--- config.mk ---
export PLATFORM = sky130hd
export DESIGN_NAME = ps2_scan_decoder
export DESIGN_NICKNAME = d
export VERILOG_FILES = /design/src/rtl/ps2_pkg.sv /design/src/rtl/ps2_evt_fifo.sv /design/src/rtl/ps2_scan_decoder.sv
export SDC_FILE = /design/constraint.sdc
export NUM_CORES = 1
export LEC_CHECK = 0
export CAP_MARGIN = 25
export CORE_ASPECT_RATIO = 0.5
export CORE_MARGIN = 8
export CORE_UTILIZATION = 55
export CTS_CLUSTER_DIAMETER = 40
export DETAILED_ROUTE_END_ITERATION = 12
export PLACE_DENSITY = 0.76
export SLEW_MARGIN = 30
export SYNTH_ARGS = -nofsm -noshare
export SYNTH_HDL_FRONTEND = slang
export SYNTH_SLANG_ARGS = --single-unit
--- constraint.sdc ---
create_clock -name CLK -period 7.7 [get_ports CLK]
set_input_delay 2.31 -clock CLK [delete_from_list [all_inputs] [get_ports CLK]]
set_output_delay 2.31 -clock CLK [all_outputs]
set_load 0.02 [all_outputs]
--- src/rtl/ps2_pkg.sv ---
// Shared scan-code constants, prefix FSM states and the event record for the PS/2 decoder.
// Latency: n/a (types and constants only).
// Backpressure: n/a.
package ps2_pkg;

    // Tracked playable keys (set 2 make codes)
    localparam logic [7:0] SC_Q = 8'h15;
    localparam logic [7:0] SC_A = 8'h1C;
    localparam logic [7:0] SC_W = 8'h1D;
    localparam logic [7:0] SC_S = 8'h1B;
    localparam logic [7:0] SC_E = 8'h24;
    localparam logic [7:0] SC_D = 8'h23;
    localparam logic [7:0] SC_R = 8'h2D;
    localparam logic [7:0] SC_F = 8'h2B;
    localparam logic [7:0] SC_T = 8'h2C;
    localparam logic [7:0] SC_G = 8'h34;
    localparam logic [7:0] SC_Y = 8'h35;
    localparam logic [7:0] SC_H = 8'h33;

    // Prefixes and keyboard housekeeping bytes
    localparam logic [7:0] SC_EXT    = 8'hE0;
    localparam logic [7:0] SC_BRK    = 8'hF0;
    localparam logic [7:0] SC_PAUSE  = 8'hE1;
    localparam logic [7:0] SC_BAT    = 8'hAA;
    localparam logic [7:0] SC_ACK    = 8'hFA;
    localparam logic [7:0] SC_RESEND = 8'hFE;
    localparam logic [7:0] SC_NUL    = 8'h00;
    localparam logic [7:0] SC_OVR    = 8'hFF;

    // Bytes following E1 that belong to the pause sequence
    localparam logic [2:0] PAUSE_SKIP = 3'd7;

    localparam int NUM_KEYS  = 12;
    localparam int KEY_Q_IDX = 0;
    localparam int KEY_A_IDX = 1;
    localparam int KEY_W_IDX = 2;
    localparam int KEY_S_IDX = 3;
    localparam int KEY_E_IDX = 4;
    localparam int KEY_D_IDX = 5;
    localparam int KEY_R_IDX = 6;
    localparam int KEY_F_IDX = 7;
    localparam int KEY_T_IDX = 8;
    localparam int KEY_G_IDX = 9;
    localparam int KEY_Y_IDX = 10;
    localparam int KEY_H_IDX = 11;

    typedef enum logic [2:0] {
        ST_IDLE,
        ST_EXT,
        ST_BRK,
        ST_EXT_BRK,
        ST_PAUSE
    } ps2_state_e;

    typedef struct packed {
        logic [7:0] code;
        logic       ext;
        logic       brk;
    } ps2_evt_t;

    // One-hot position of a tracked key in KEY_HELD; all zeros for untracked codes
    function automatic logic [NUM_KEYS-1:0] key_mask(input logic [7:0] code);
        logic [NUM_KEYS-1:0] m;
        m = '0;
        case (code)
            SC_Q:    m[KEY_Q_IDX] = 1'b1;
            SC_A:    m[KEY_A_IDX] = 1'b1;
            SC_W:    m[KEY_W_IDX] = 1'b1;
            SC_S:    m[KEY_S_IDX] = 1'b1;
            SC_E:    m[KEY_E_IDX] = 1'b1;
            SC_D:    m[KEY_D_IDX] = 1'b1;
            SC_R:    m[KEY_R_IDX] = 1'b1;
            SC_F:    m[KEY_F_IDX] = 1'b1;
            SC_T:    m[KEY_T_IDX] = 1'b1;
            SC_G:    m[KEY_G_IDX] = 1'b1;
            SC_Y:    m[KEY_Y_IDX] = 1'b1;
            SC_H:    m[KEY_H_IDX] = 1'b1;
            default: m = '0;
        endcase
        return m;
    endfunction

endpackage

--- src/rtl/ps2_evt_fifo.sv ---
// Synchronous event FIFO with extra-MSB pointers for full/empty detection.
// Latency: a write is visible at dout the cycle after push; no fall-through.
// Backpressure: push while full is dropped (push_dropped) unless a pop happens in the same cycle.
module ps2_evt_fifo #(
    parameter int DEPTH = 4,
    parameter int WIDTH = 10
) (
    input  logic             CLK,
    input  logic             RST,
    input  logic             push,
    input  logic [WIDTH-1:0] din,
    input  logic             pop,
    output logic [WIDTH-1:0] dout,
    output logic             full,
    output logic             empty,
    output logic             push_dropped
);

    localparam int AW = $clog2(DEPTH);

    logic [WIDTH-1:0] mem [DEPTH];
    logic [AW:0]      wr_ptr;
    logic [AW:0]      rd_ptr;
    logic             do_push;
    logic             do_pop;

    assign empty        = (wr_ptr == rd_ptr);
    assign full         = (wr_ptr[AW] != rd_ptr[AW]) && (wr_ptr[AW-1:0] == rd_ptr[AW-1:0]);
    assign do_pop       = pop && !empty;
    // A pop in the same cycle frees the slot the write needs
    assign do_push      = push && (!full || do_pop);
    assign push_dropped = push && !do_push;
    assign dout         = mem[rd_ptr[AW-1:0]];

    // Pointer and storage update; storage is cleared so the head reads zero after reset
    always_ff @(posedge CLK) begin
        if (RST) begin
            wr_ptr <= '0;
            rd_ptr <= '0;
            for (int i = 0; i < DEPTH; i++) begin
                mem[i] <= '0;
            end
        end else begin
            if (do_push) begin
                mem[wr_ptr[AW-1:0]] <= din;
                wr_ptr              <= wr_ptr + 1'b1;
            end
            if (do_pop) begin
                rd_ptr <= rd_ptr + 1'b1;
            end
        end
    end

endmodule

--- src/rtl/ps2_scan_decoder.sv ---
// Folds PS/2 E0/F0/E1 prefix sequences into single key events and tracks 12 held keys.
// Latency: completing byte in cycle N -> event at FIFO head in N+1 (KEY_HELD also updates end of N).
// Backpressure: EVT_VALID/EVT_READY; a full FIFO drops the event and sets sticky OVERFLOW.
// Option: define PS2_TYPEMATIC_FILTER_EN to suppress repeat makes of already-held tracked keys.
module ps2_scan_decoder
    import ps2_pkg::*;
#(
    parameter int FIFO_DEPTH = 4
) (
    input  logic        CLK,
    input  logic        RST,
    input  logic        CODE_VALID,
    input  logic [7:0]  CODE,
    input  logic        CODE_ERR,
    output logic        EVT_VALID,
    input  logic        EVT_READY,
    output logic [7:0]  EVT_CODE,
    output logic        EVT_EXT,
    output logic        EVT_BREAK,
    output logic [11:0] KEY_HELD,
    output logic        OVERFLOW
);

    localparam int EVT_W = $bits(ps2_evt_t);

    ps2_state_e          state_q, state_d;
    logic [2:0]          skip_q, skip_d;
    logic                emit;
    ps2_evt_t            evt;
    logic [NUM_KEYS-1:0] key_held_q;
    logic [NUM_KEYS-1:0] evt_mask;
    logic                typematic;
    logic                fifo_push;
    logic                fifo_pop;
    logic                fifo_empty;
    logic                fifo_drop;
    logic                fifo_full_unused;   // drop flag already covers the full case
    logic [EVT_W-1:0]    fifo_dout;
    ps2_evt_t            head;

    // Prefix state and pause skip counter registers
    always_ff @(posedge CLK) begin
        if (RST) begin
            state_q <= ST_IDLE;
            skip_q  <= '0;
        end else begin
            state_q <= state_d;
            skip_q  <= skip_d;
        end
    end

    // Prefix decode: decide next state and whether this byte completes an event
    always_comb begin
        state_d = state_q;
        skip_d  = skip_q;
        emit    = 1'b0;
        evt     = '0;
        if (CODE_VALID) begin
            if (CODE_ERR) begin
                state_d = ST_IDLE;
                skip_d  = '0;
            end else begin
                case (state_q)
                    ST_IDLE: begin
                        case (CODE)
                            SC_EXT:   state_d = ST_EXT;
                            SC_BRK:   state_d = ST_BRK;
                            SC_PAUSE: begin
                                state_d = ST_PAUSE;
                                skip_d  = PAUSE_SKIP;
                            end
                            SC_NUL, SC_BAT, SC_ACK, SC_RESEND, SC_OVR: state_d = ST_IDLE;
                            default: begin
                                emit = 1'b1;
                                evt  = '{code: CODE, ext: 1'b0, brk: 1'b0};
                            end
                        endcase
                    end
                    ST_EXT: begin
                        if (CODE == SC_BRK) begin
                            state_d = ST_EXT_BRK;
                        end else if (CODE != SC_EXT) begin
                            emit    = 1'b1;
                            evt     = '{code: CODE, ext: 1'b1, brk: 1'b0};
                            state_d = ST_IDLE;
                        end
                    end
                    ST_BRK: begin
                        emit    = 1'b1;
                        evt     = '{code: CODE, ext: 1'b0, brk: 1'b1};
                        state_d = ST_IDLE;
                    end
                    ST_EXT_BRK: begin
                        emit    = 1'b1;
                        evt     = '{code: CODE, ext: 1'b1, brk: 1'b1};
                        state_d = ST_IDLE;
                    end
                    ST_PAUSE: begin
                        // The last skipped byte completes the sequence
                        if (skip_q <= 3'd1) begin
                            emit    = 1'b1;
                            evt     = '{code: SC_PAUSE, ext: 1'b0, brk: 1'b0};
                            skip_d  = '0;
                            state_d = ST_IDLE;
                        end else begin
                            skip_d = skip_q - 3'd1;
                        end
                    end
                    default: begin
                        state_d = ST_IDLE;
                        skip_d  = '0;
                    end
                endcase
            end
        end
    end

    assign evt_mask = key_mask(evt.code);

`ifdef PS2_TYPEMATIC_FILTER_EN
    assign typematic = !evt.ext && !evt.brk && (|(evt_mask & key_held_q));
`else
    assign typematic = 1'b0;
`endif

    assign fifo_push = emit && !typematic;
    assign fifo_pop  = EVT_VALID && EVT_READY;

    // Held-key bitmap follows non-extended make/break events, even when the FIFO drops them
    always_ff @(posedge CLK) begin
        if (RST) begin
            key_held_q <= '0;
        end else if (emit && !evt.ext) begin
            key_held_q <= evt.brk ? (key_held_q & ~evt_mask) : (key_held_q | evt_mask);
        end
    end

    // Sticky overflow flag
    always_ff @(posedge CLK) begin
        if (RST) begin
            OVERFLOW <= 1'b0;
        end else if (fifo_drop) begin
            OVERFLOW <= 1'b1;
        end
    end

    ps2_evt_fifo #(
        .DEPTH (FIFO_DEPTH),
        .WIDTH (EVT_W)
    ) u_fifo (
        .CLK          (CLK),
        .RST          (RST),
        .push         (fifo_push),
        .din          (evt),
        .pop          (fifo_pop),
        .dout         (fifo_dout),
        .full         (fifo_full_unused),
        .empty        (fifo_empty),
        .push_dropped (fifo_drop)
    );

    assign head      = fifo_dout;
    assign EVT_VALID = !fifo_empty;
    assign EVT_CODE  = head.code;
    assign EVT_EXT   = head.ext;
    assign EVT_BREAK = head.brk;
    assign KEY_HELD  = key_held_q;

endmodule

==> After elaboration in Yosys (flattened, before gate mapping) <==
Memory sizes are Yosys's and may differ from the RTL's. A register that Yosys moved wholly into a read port is not among the register bits.
Index checks and enable logic that the tools add are counted.
{ "classes": {"add_sub_neg": 3, "magnitude_cmp": 1, "n_eq_ne": 32, "muxes": 47, "n_bitwise": 3, "reduce_logical": 20} }
{ "op_table": {"columns": ["op", "n"], "rows": [
  ["10-bit two-way mux", 7],
  ["8-bit by 6-bit == test with 1-bit output (second input constant)", 8],
  ["8-bit == test (second input constant)", 7],
  ["10-bit case mux with 5 select lines", 1],
  ["8-bit by 5-bit == test with 1-bit output (second input constant)", 4],
  ["1-bit two-way mux", 24],
  ["3-bit two-way mux", 7],
  ["3-bit case mux with 3 select lines", 2],
  ["12-bit AND", 1],
  ["12-bit two-way mux", 1],
  ["12-bit inverter", 1],
  ["12-bit bitwise OR", 1],
  ["3-bit case mux with 4 select lines", 1],
  ["10-bit OR reduction", 1],
  ["8-bit zero test", 1],
  ["8-bit != test (second input constant)", 1],
  ["8-bit OR reduction", 1],
  ["3-bit by 1-bit adder with 3-bit output (second input constant)", 2],
  ["3-bit by 2-bit == test with 1-bit output (second input constant)", 2],
  ["1-bit logical AND", 6],
  ["2-bit two-way mux", 3],
  ["6-bit by 3-bit != test with 1-bit output (second input constant)", 1],
  ["5-bit OR reduction", 1],
  ["1-bit zero test", 4],
  ["other kinds (18)", 18]
]} }
{ "totals": {"reg_bits": 25, "ram_bits": 40, "output_inout_bits": 24, "word_cells": 113, "mem_count": 1} }
{ "mem_list": {"columns": ["name", "depth", "width", "rd", "rd_clocked_by_memory_dff", "write_ports", "line_no", "rtl"], "rows": [
  ["u_fifo.mem", 4, 10, 1, 1, 4, "ps2_evt_fifo.sv:21", "logic [WIDTH-1:0] mem [DEPTH];"]
]} }

==> Depth between registers and ports, before layout <==
Gate-level depths: netlist of run 1.
{ "depth": {"depth_word": 12, "ltp_mapped": 10, "mapped_depth_nobuf": 9} }

==> Cells and area by module <==
From an unflattened synthesis of run 1, not the netlist that was laid out.
{ "hier_totals": {"hier_cells": 362, "hier_area_um2": 3809.9} }
{ "modules_own_cells": {"columns": ["mod", "n_inst", "cells_per_inst", "area_per_inst_um2", "seq_area_each_um2"], "rows": [
  ["ps2_evt_fifo", 1, 167, 2290.9, 1361.3],
  ["ps2_scan_decoder", 1, 195, 1519.0, 380.4]
]} }

==> Least setup slack after synthesis of run 1 <==
Ideal clock, no wire load.
{ "synth_path": {"path_kind": "input to register", "startpoint": "in CODE[6]", "endpoint": "mem u_fifo.mem[0][0] (enable)", "setup_ns": 0.339, "t_arrival_ns": 4.384, "t_required_ns": 7.361, "slack_ns": 2.977, "cell_stages": 9, "cell_sequence": "buf_2 > xor2_1 > o21ai_1 > a221o_1 > a211oi_4 > nand2_2 > or3_1 > buf_6 > nand2_1"} }
{ "synth_lines": {"columns": ["item", "line_no", "rtl"], "rows": [
  ["start, declared", "ps2_scan_decoder.sv:13", "input logic [7:0] CODE,"],
  ["end, declared", "ps2_evt_fifo.sv:21", null]
]} }

==> results.md, run 1 <==
* Critical path launch point type: input port
* Net Sw Frac at between 20% and 30%
* Layout cells sized above 1 at between 10% and 20%
* Comb power frac at a little over an eighth
* Post-Route Setup TNS at 0 ns
* Initial antenna violation count at 0
* Synth Net Count at approximately 350
* Final Skew at 0.00957 ns
* Status: finished clean
* Area Overhead vs Synth at 19.4%
* P_leak at approximately 0.0014 µW
* Vias at between 2,000 and 3,000
* CTS Buffer Depth at 2
* Distinct cell type count after synthesis at 59
* Most frequent cells in the layout: nor2_1 (58), edfxtp_1 (40), clkdlybuf4s50_1 (36), dfxtp_1 (27), nand2_1 (26)
* EDFF count, synth at 40
* Clock Latency Late Sink at about 0.34 ns
* Drt first-iter violations at 218
* Post-CTS Resized at 0
* Core area at about 6100 µm²
* RSZ-0062 raised after global routing: false
* Synth Register Bits at 67
* DR vias/cell at roughly 6.0
* FP Rows at 20
* FF-to-FF path depth at 7
* Port Buffers at 36
* Worst Path Max Fanout at 11
* Die Height at 72.3 µm
* Sequential share of the synthesized area at between 50% and 60%
* Design Power at around 940 µW
* Antenna-violating nets left at 0
* Worst min-delay path category: register to register
* Diode count at 0
* H-tree lvl count at 3
* Initial Utilization at 57.0%
* Placer Congestion at 0.907
* DIE AREA at between 9000 and 10,000 µm²
* Synth async-reset ratio at 0%
* Prevailing post-synth register cell: edfxtp_1
* Data arrival, critical path at approximately 5.6 ns
* DRC at 0
* Max Clk Rate at 179 MHz
* # IOs at 37
* Setup crit end kind: register
* Synth Cell Area at 3480 µm²
* Reg2reg setup slack at between 4 and 5 ns
* Max-slew violation count at 0
* # fillers at between 500 and 600
* Worst vdd ir at approximately 0.084 mV
* Crit path launch: CODE[4]
* Power Dens Cells at 227 nW/µm²
* Most common cell after layout, fill and taps aside: nor2_1
* Worst reg2reg startpoint: state_q[2]$_SDFFE_PP0P_
* Post-CTS setup repair buffer count at 0
* TritonRoute pass-1 iters at 5
* DR WL/cell at 18.3 µm
* Routed WL at between 8 and 9 mm
* Remaining Overflow, GRT at 0
* Vias in the first global route at ~2,700
* Hold_ws at about 0.45 ns
* Crit path required time at approximately 7.7 ns
* Final HPWL DP at approximately 6.0 mm
* Max cap viols at 0
* Synth Area per Inst at 10.5 µm²
* Worst r2r dst: u_fifo.mem[0][5]$_SDFFCE_PN0P_
* # hold bufs at CTS at 0
* Relative slew slack at 40.0%
* Sequential Power Share at a little over two fifths
* Fin crit period at 5.58 ns
* CTS buffer count at 9
* Crit Path Category: input port to register
* Clock share of power at a little over two fifths
* Hold Startpoint: OVERFLOW$_SDFFE_PP0P_
* TritonCTS clock tree: built
* Layout net count at roughly 380
* # clock sinks at 67
* Root Buffer: clkbuf_16
* Clk pin slew, worst setup/hold paths at about 0.050 ns
* Hold Path Stages at 2
* GRT Total Usage at about a fifth
* Slew at the pin closest to its max-slew limit at slightly below 0.9 ns
* Cell Int Power at 703 µW
* Min-Delay Endpoint: OVERFLOW$_SDFFE_PP0P_
* Period utilization at 72.5%
* Largest net degree at the start of global routing at 24
* P_sw at ~240 µW
* Setup Viol. Count Final at 0
* Die extent in x at 129 µm
* Warnings from Yosys at 0
* Gate Count Post-Synth at approximately 330
* Global-route wire length before repair at between 10 and 15 mm
* Hold Violations, Final at 0
-- metal layers --
layer  share of wire [%]  track usage, %  up-vias
met3                 8.5            6.51       17
met5                   0               0        -
met2                  46            29.4      113
li1                    -               -     1289
met1                  44            23.9     1289
met4                 2.2            8.65        0
-- cell type report --
type	instances	area [µm²]	area share, %
Tap cell	88	110	2.65
Timing Repair Buffer	36	360	8.66
Inverter	8	30.0	0.722
Multi-Input combinational cell	238	1620	39.0
Clock buffer	10	229	5.51
Sequential cell	67	1740	41.9
Clock inverter	6	65.1	1.56
-- synthesized netlist by cell type (4+ instances only) --
cell,number,share of area (%)
o21ai_0,9,1.3
dfxtp_1,27,16
xnor2_1,4,1.0
a311oi_1,4,1.0
nor3_1,11,1.6
a21oi_1,16,2.3
ha_1,4,1.4
edfxtp_1,40,34
inv_1,8,0.86
mux2i_1,5,1.4
clkbuf_1,10,1.1
and3_1,7,1.3
nor2_1,58,6.3
nor2_2,8,1.4
nand3_1,5,0.72
nand4_1,7,1.3
xor2_1,4,1.0
mux4_2,10,6.5
nand2_1,26,2.8
a31oi_1,7,1.3
-- critical path: stages --
cell and delay (ns):
clkdlybuf4s50_1 0.72, xor2_1 0.22, o21ai_1 0.20, a221o_1 0.44, a211oi_4 0.38, nand2_2 0.23, or3_1 0.61, nand2_1 0.44
-- worst max path at each step --
stage	end	slack, ns	cells past startpoint
after global routing	u_fifo.mem[0][9]$_SDFFCE_PN0P_	1.92	8
after floorplan	u_fifo.mem[0][0]$_SDFFCE_PN0P_	2.98	9
after CTS	u_fifo.mem[0][5]$_SDFFCE_PN0P_	2.15	8
final	u_fifo.mem[0][5]$_SDFFCE_PN0P_	2.12	8
after global placement	u_fifo.mem[0][7]$_SDFFCE_PN0P_	1.94	8
after detailed placement	u_fifo.mem[0][6]$_SDFFCE_PN0P_	1.81	8
-- logic make-up (layout without fill, tap and decap cells) --
family,Yosys count,count (layout),synth area share [%]
AO/OA/AOI/OAI,56,56,12.2
XOR/XNOR,8,8,2.01
adder cells (fa/ha/maj),4,4,1.44
buffers and inverters,26,60,3.56
flip-flops,67,67,50.0
multiplexers,15,15,7.90
AND/OR/NAND/NOR,155,155,22.8
-- stage by stage --
step | instance area (µm²) | setup WS [ns] | utilization, % | std cells
after global routing | 4160 | 1.92 | 68.1 | 453
after CTS | 4150 | 2.15 | 68.0 | 453
final | 4160 | 2.12 | 68.1 | 453
after global placement | 3860 | 1.94 | 63.2 | 437
after floorplan | 3480 | 2.98 | - | 331
after detailed placement | 3860 | 1.81 | 63.2 | 437
-- power by group through the flow --
| stage | Sequential [µW] | Clock (µW) | Combinational [µW] |
|---|---|---|---|
| floorplan | 406 | 0 | 91.8 |
| global placement | 416 | 0 | 125 |
| detailed placement | 417 | 0 | 126 |
| CTS | 409 | 414 | 127 |
| global route | 412 | 431 | 136 |
| finish | 409 | 409 | 127 |
No activity file was read; power rests on OpenSTA's default activity.
==> run 2, diff against run 1 <==
==> constraint.sdc (replaced) <==
create_clock -name CLK -period 5.85 [get_ports CLK]
set_input_delay 1.755 -clock CLK [delete_from_list [all_inputs] [get_ports CLK]]
set_output_delay 1.755 -clock CLK [all_outputs]
set_load 0.02 [all_outputs]
==> run 2 against run 1 <==
Compared with the run above:
- sequential power grew 32%
- largest cell class unchanged
- cell count grew 0.88%
- critical path depth grew 1
- sequential cell count is the same
- critical endpoint is now u_fifo.mem[0][4]$_SDFFCE_PN0P_
- register-to-register slack lost 1.7 ns
- largest power group is now clock
- utilization grew 0.80 points
==> results.md, run 2 (synthesis gave the netlist of run 1 again) <==
* CTS Buffer Depth at 2 (unchanged)
* Most common cell after layout, fill and taps aside: nor2_1 (unchanged)
* WL met3 at 662 µm (was 702 µm)
* # IOs at 37 (unchanged)
* Worst vdd ir at 0.209 mV (was 0.0845 mV)
* Setup crit end kind: register (unchanged)
* # hold bufs at CTS at 0 (unchanged)
* Layout cells sized above 1 at 14.6% (was 14.0%)
* Met2 wire len at 4.00 mm (was 3.77 mm)
* Design area at 4210 µm² (was 4160 µm²)
* Fin crit period at a little under 5 ns
* Diode count at 0 (unchanged)
* Antenna-violating nets left at 0 (unchanged)
* Post-CTS Resized at 0 (unchanged)
* Layout net count at 381 (was 377)
* Initial antenna violation count at 0 (unchanged)
* Clk pin slew, worst setup/hold paths at 0.06 ns (was 0.05 ns)
* CTS buffer count at 9 (unchanged)
* Post-DP Area at 3890 µm² (was 3860 µm²)
* Critical path launch point type: input port (unchanged)
* Power Dens Cells at 305 nW/µm² (was 227 nW/µm²)
* P_leak at 0.00146 µW (was 0.00143 µW)
* TritonRoute pass-1 iters at 5 (unchanged)
* Most frequent cells in the layout: nor2_1 (58), edfxtp_1 (40), clkdlybuf4s50_1 (36), dfxtp_1 (27), nand2_1 (26) (unchanged)
* RSZ-0062 raised after global routing: false (unchanged)
* Vias at 2,737 (was 2,708)
* Hold Violations, Final at 0 (unchanged)
* Remaining Overflow, GRT at 0 (unchanged)
* Vias in the first global route at 2,656 (was 2,734)
* Period utilization at between 80% and 90%
* FP Rows at 20 (unchanged)
* Crit path launch: CODE[4] (unchanged)
* Final Skew at 0.00667 ns (was 0.00957 ns)
* Drt first-iter violations at 298 (was 218)
* Setup Viol. Count Final at 0 (unchanged)
* Relative slew slack at 33.9% (was 40.0%)
* DR WL/cell at 18.5 µm (was 18.3 µm)
* Reg2reg setup slack at 2.57 ns (was 4.26 ns)
* Worst reg2reg startpoint: state_q[2]$_SDFFE_PP0P_ (unchanged)
* Die Height at 72.3 µm (unchanged)
* Data arrival, critical path at 4.82 ns (was 5.57 ns)
* Crit path required time at 5.83 ns (was 7.69 ns)
* Clock Latency Late Sink at 0.33 ns (was 0.34 ns)
* Crit Path Category: input port to register (unchanged)
* Port Buffers at 36 (unchanged)
* Largest net degree at the start of global routing at 24 (unchanged)
* DIE AREA at 9290 µm² (unchanged)
* H-tree lvl count at 3 (unchanged)
* Crit path cell chain: clkdlybuf4s50_1, xor2_1, o21ai_1, a221o_1, a211oi_4, nand2_2, or3_1, buf_4, nand2_1 (was clkdlybuf4s50_1, xor2_1, o21ai_1, a221o_1, a211oi_4, nand2_2, or3_1, nand2_1)
* Slowest stage cell on the critical path: clkdlybuf4s50_1 (unchanged)
* DRC at 0 (unchanged)
* Slew at the pin closest to its max-slew limit at 0.984 ns (was 0.892 ns)
* Max cap viols at 0 (unchanged)
* Routed WL at 8.46 mm (was 8.28 mm)
* Post-CTS setup repair buffer count at 0 (unchanged)
* Hold Startpoint: OVERFLOW$_SDFFE_PP0P_ (unchanged)
* Core area at 6110 µm² (unchanged)
* DR vias/cell at 5.99 (was 5.98)
* Placer Congestion at 0.941 (was 0.907)
* Root Buffer: clkbuf_16 (unchanged)
* Max-slew violation count at 0 (unchanged)
* Die extent in x at 129 µm (unchanged)
* GRT Total Usage at 18.8% (was 19.1%)
* Max incr delay on CP at 0.68 ns (was 0.72 ns)
* M1 wire length at 3.67 mm (was 3.63 mm)
* Worst Path Max Fanout at 11 (unchanged)
* # clock sinks at 67 (unchanged)
* Final HPWL DP at 6.01 mm (was 5.97 mm)
* Initial Utilization at 57.0% (unchanged)
* Area Overhead vs Synth at 20.8% (was 19.4%)
* Worst min-delay path category: register to register (unchanged)
* Max Clk Rate at between 200 and 250 MHz
* Highest routed layer: met4 (unchanged)
* Status: finished clean (unchanged)
* TritonCTS clock tree: built (unchanged)
* Global-route wire length before repair at 13.5 mm (about the same)
* Post-Route Setup TNS at 0 ns (unchanged)
==> run 2: worst paths after layout <==
check / depth (start not counted) / to
worst max-delay path: 9 / u_fifo.mem[0][4]$_SDFFCE_PN0P_
worst min-delay path: 2 / OVERFLOW$_SDFFE_PP0P_
worst max register to register: 8 / u_fifo.mem[0][4]$_SDFFCE_PN0P_
worst min register to register: 2 / OVERFLOW$_SDFFE_PP0P_
==> run 2: cell type report <==
type / count / area (µm²)
Sequential cell: 67 / 1740
Fill cell: 490 / 1900
Timing Repair Buffer: 40 / 390
Inverter: 8 / 30.0
Tap cell: 88 / 110
Multi-Input combinational cell: 238 / 1620
Clock buffer: 10 / 229
Clock inverter: 6 / 88.8
==> run 2: worst max-delay path, delay by kind of cell <==
kind	cells	cell delay, ns
buf+inv	2	0.88
xor+xnor	1	0.22
compound gates	3	1.03
simple gates	3	0.93
==> run 2: per-stage QoR <==
stage               utilization [%]  total power [µW]  std cells  worst slack (ns)  hold slack [ns]
detailed placement             63.7               716        441             0.697            0.443
global placement               63.7               713        441             0.803            0.436
floorplan                         -               656        331              1.68            0.442
CTS                            68.9              1290        457              1.03            0.451
global route                   68.9              1320        457             0.828            0.471
finish                         68.9              1280        457              1.01            0.449
==> run 2: where the power goes <==
group          internal [µW]  leakage (µW)  switching (µW)
registers                518      0.000634            19.5
logic                   78.0      0.000673            90.9
clock network            374      0.000149             202
total                    970       0.00146             312
==> run 2: layer usage <==
metal  track usage, %  up-vias
li1                 -     1296
met5                0        -
met2             30.8       94
met4             6.45        0
met3             5.34       14
met1             23.6     1333
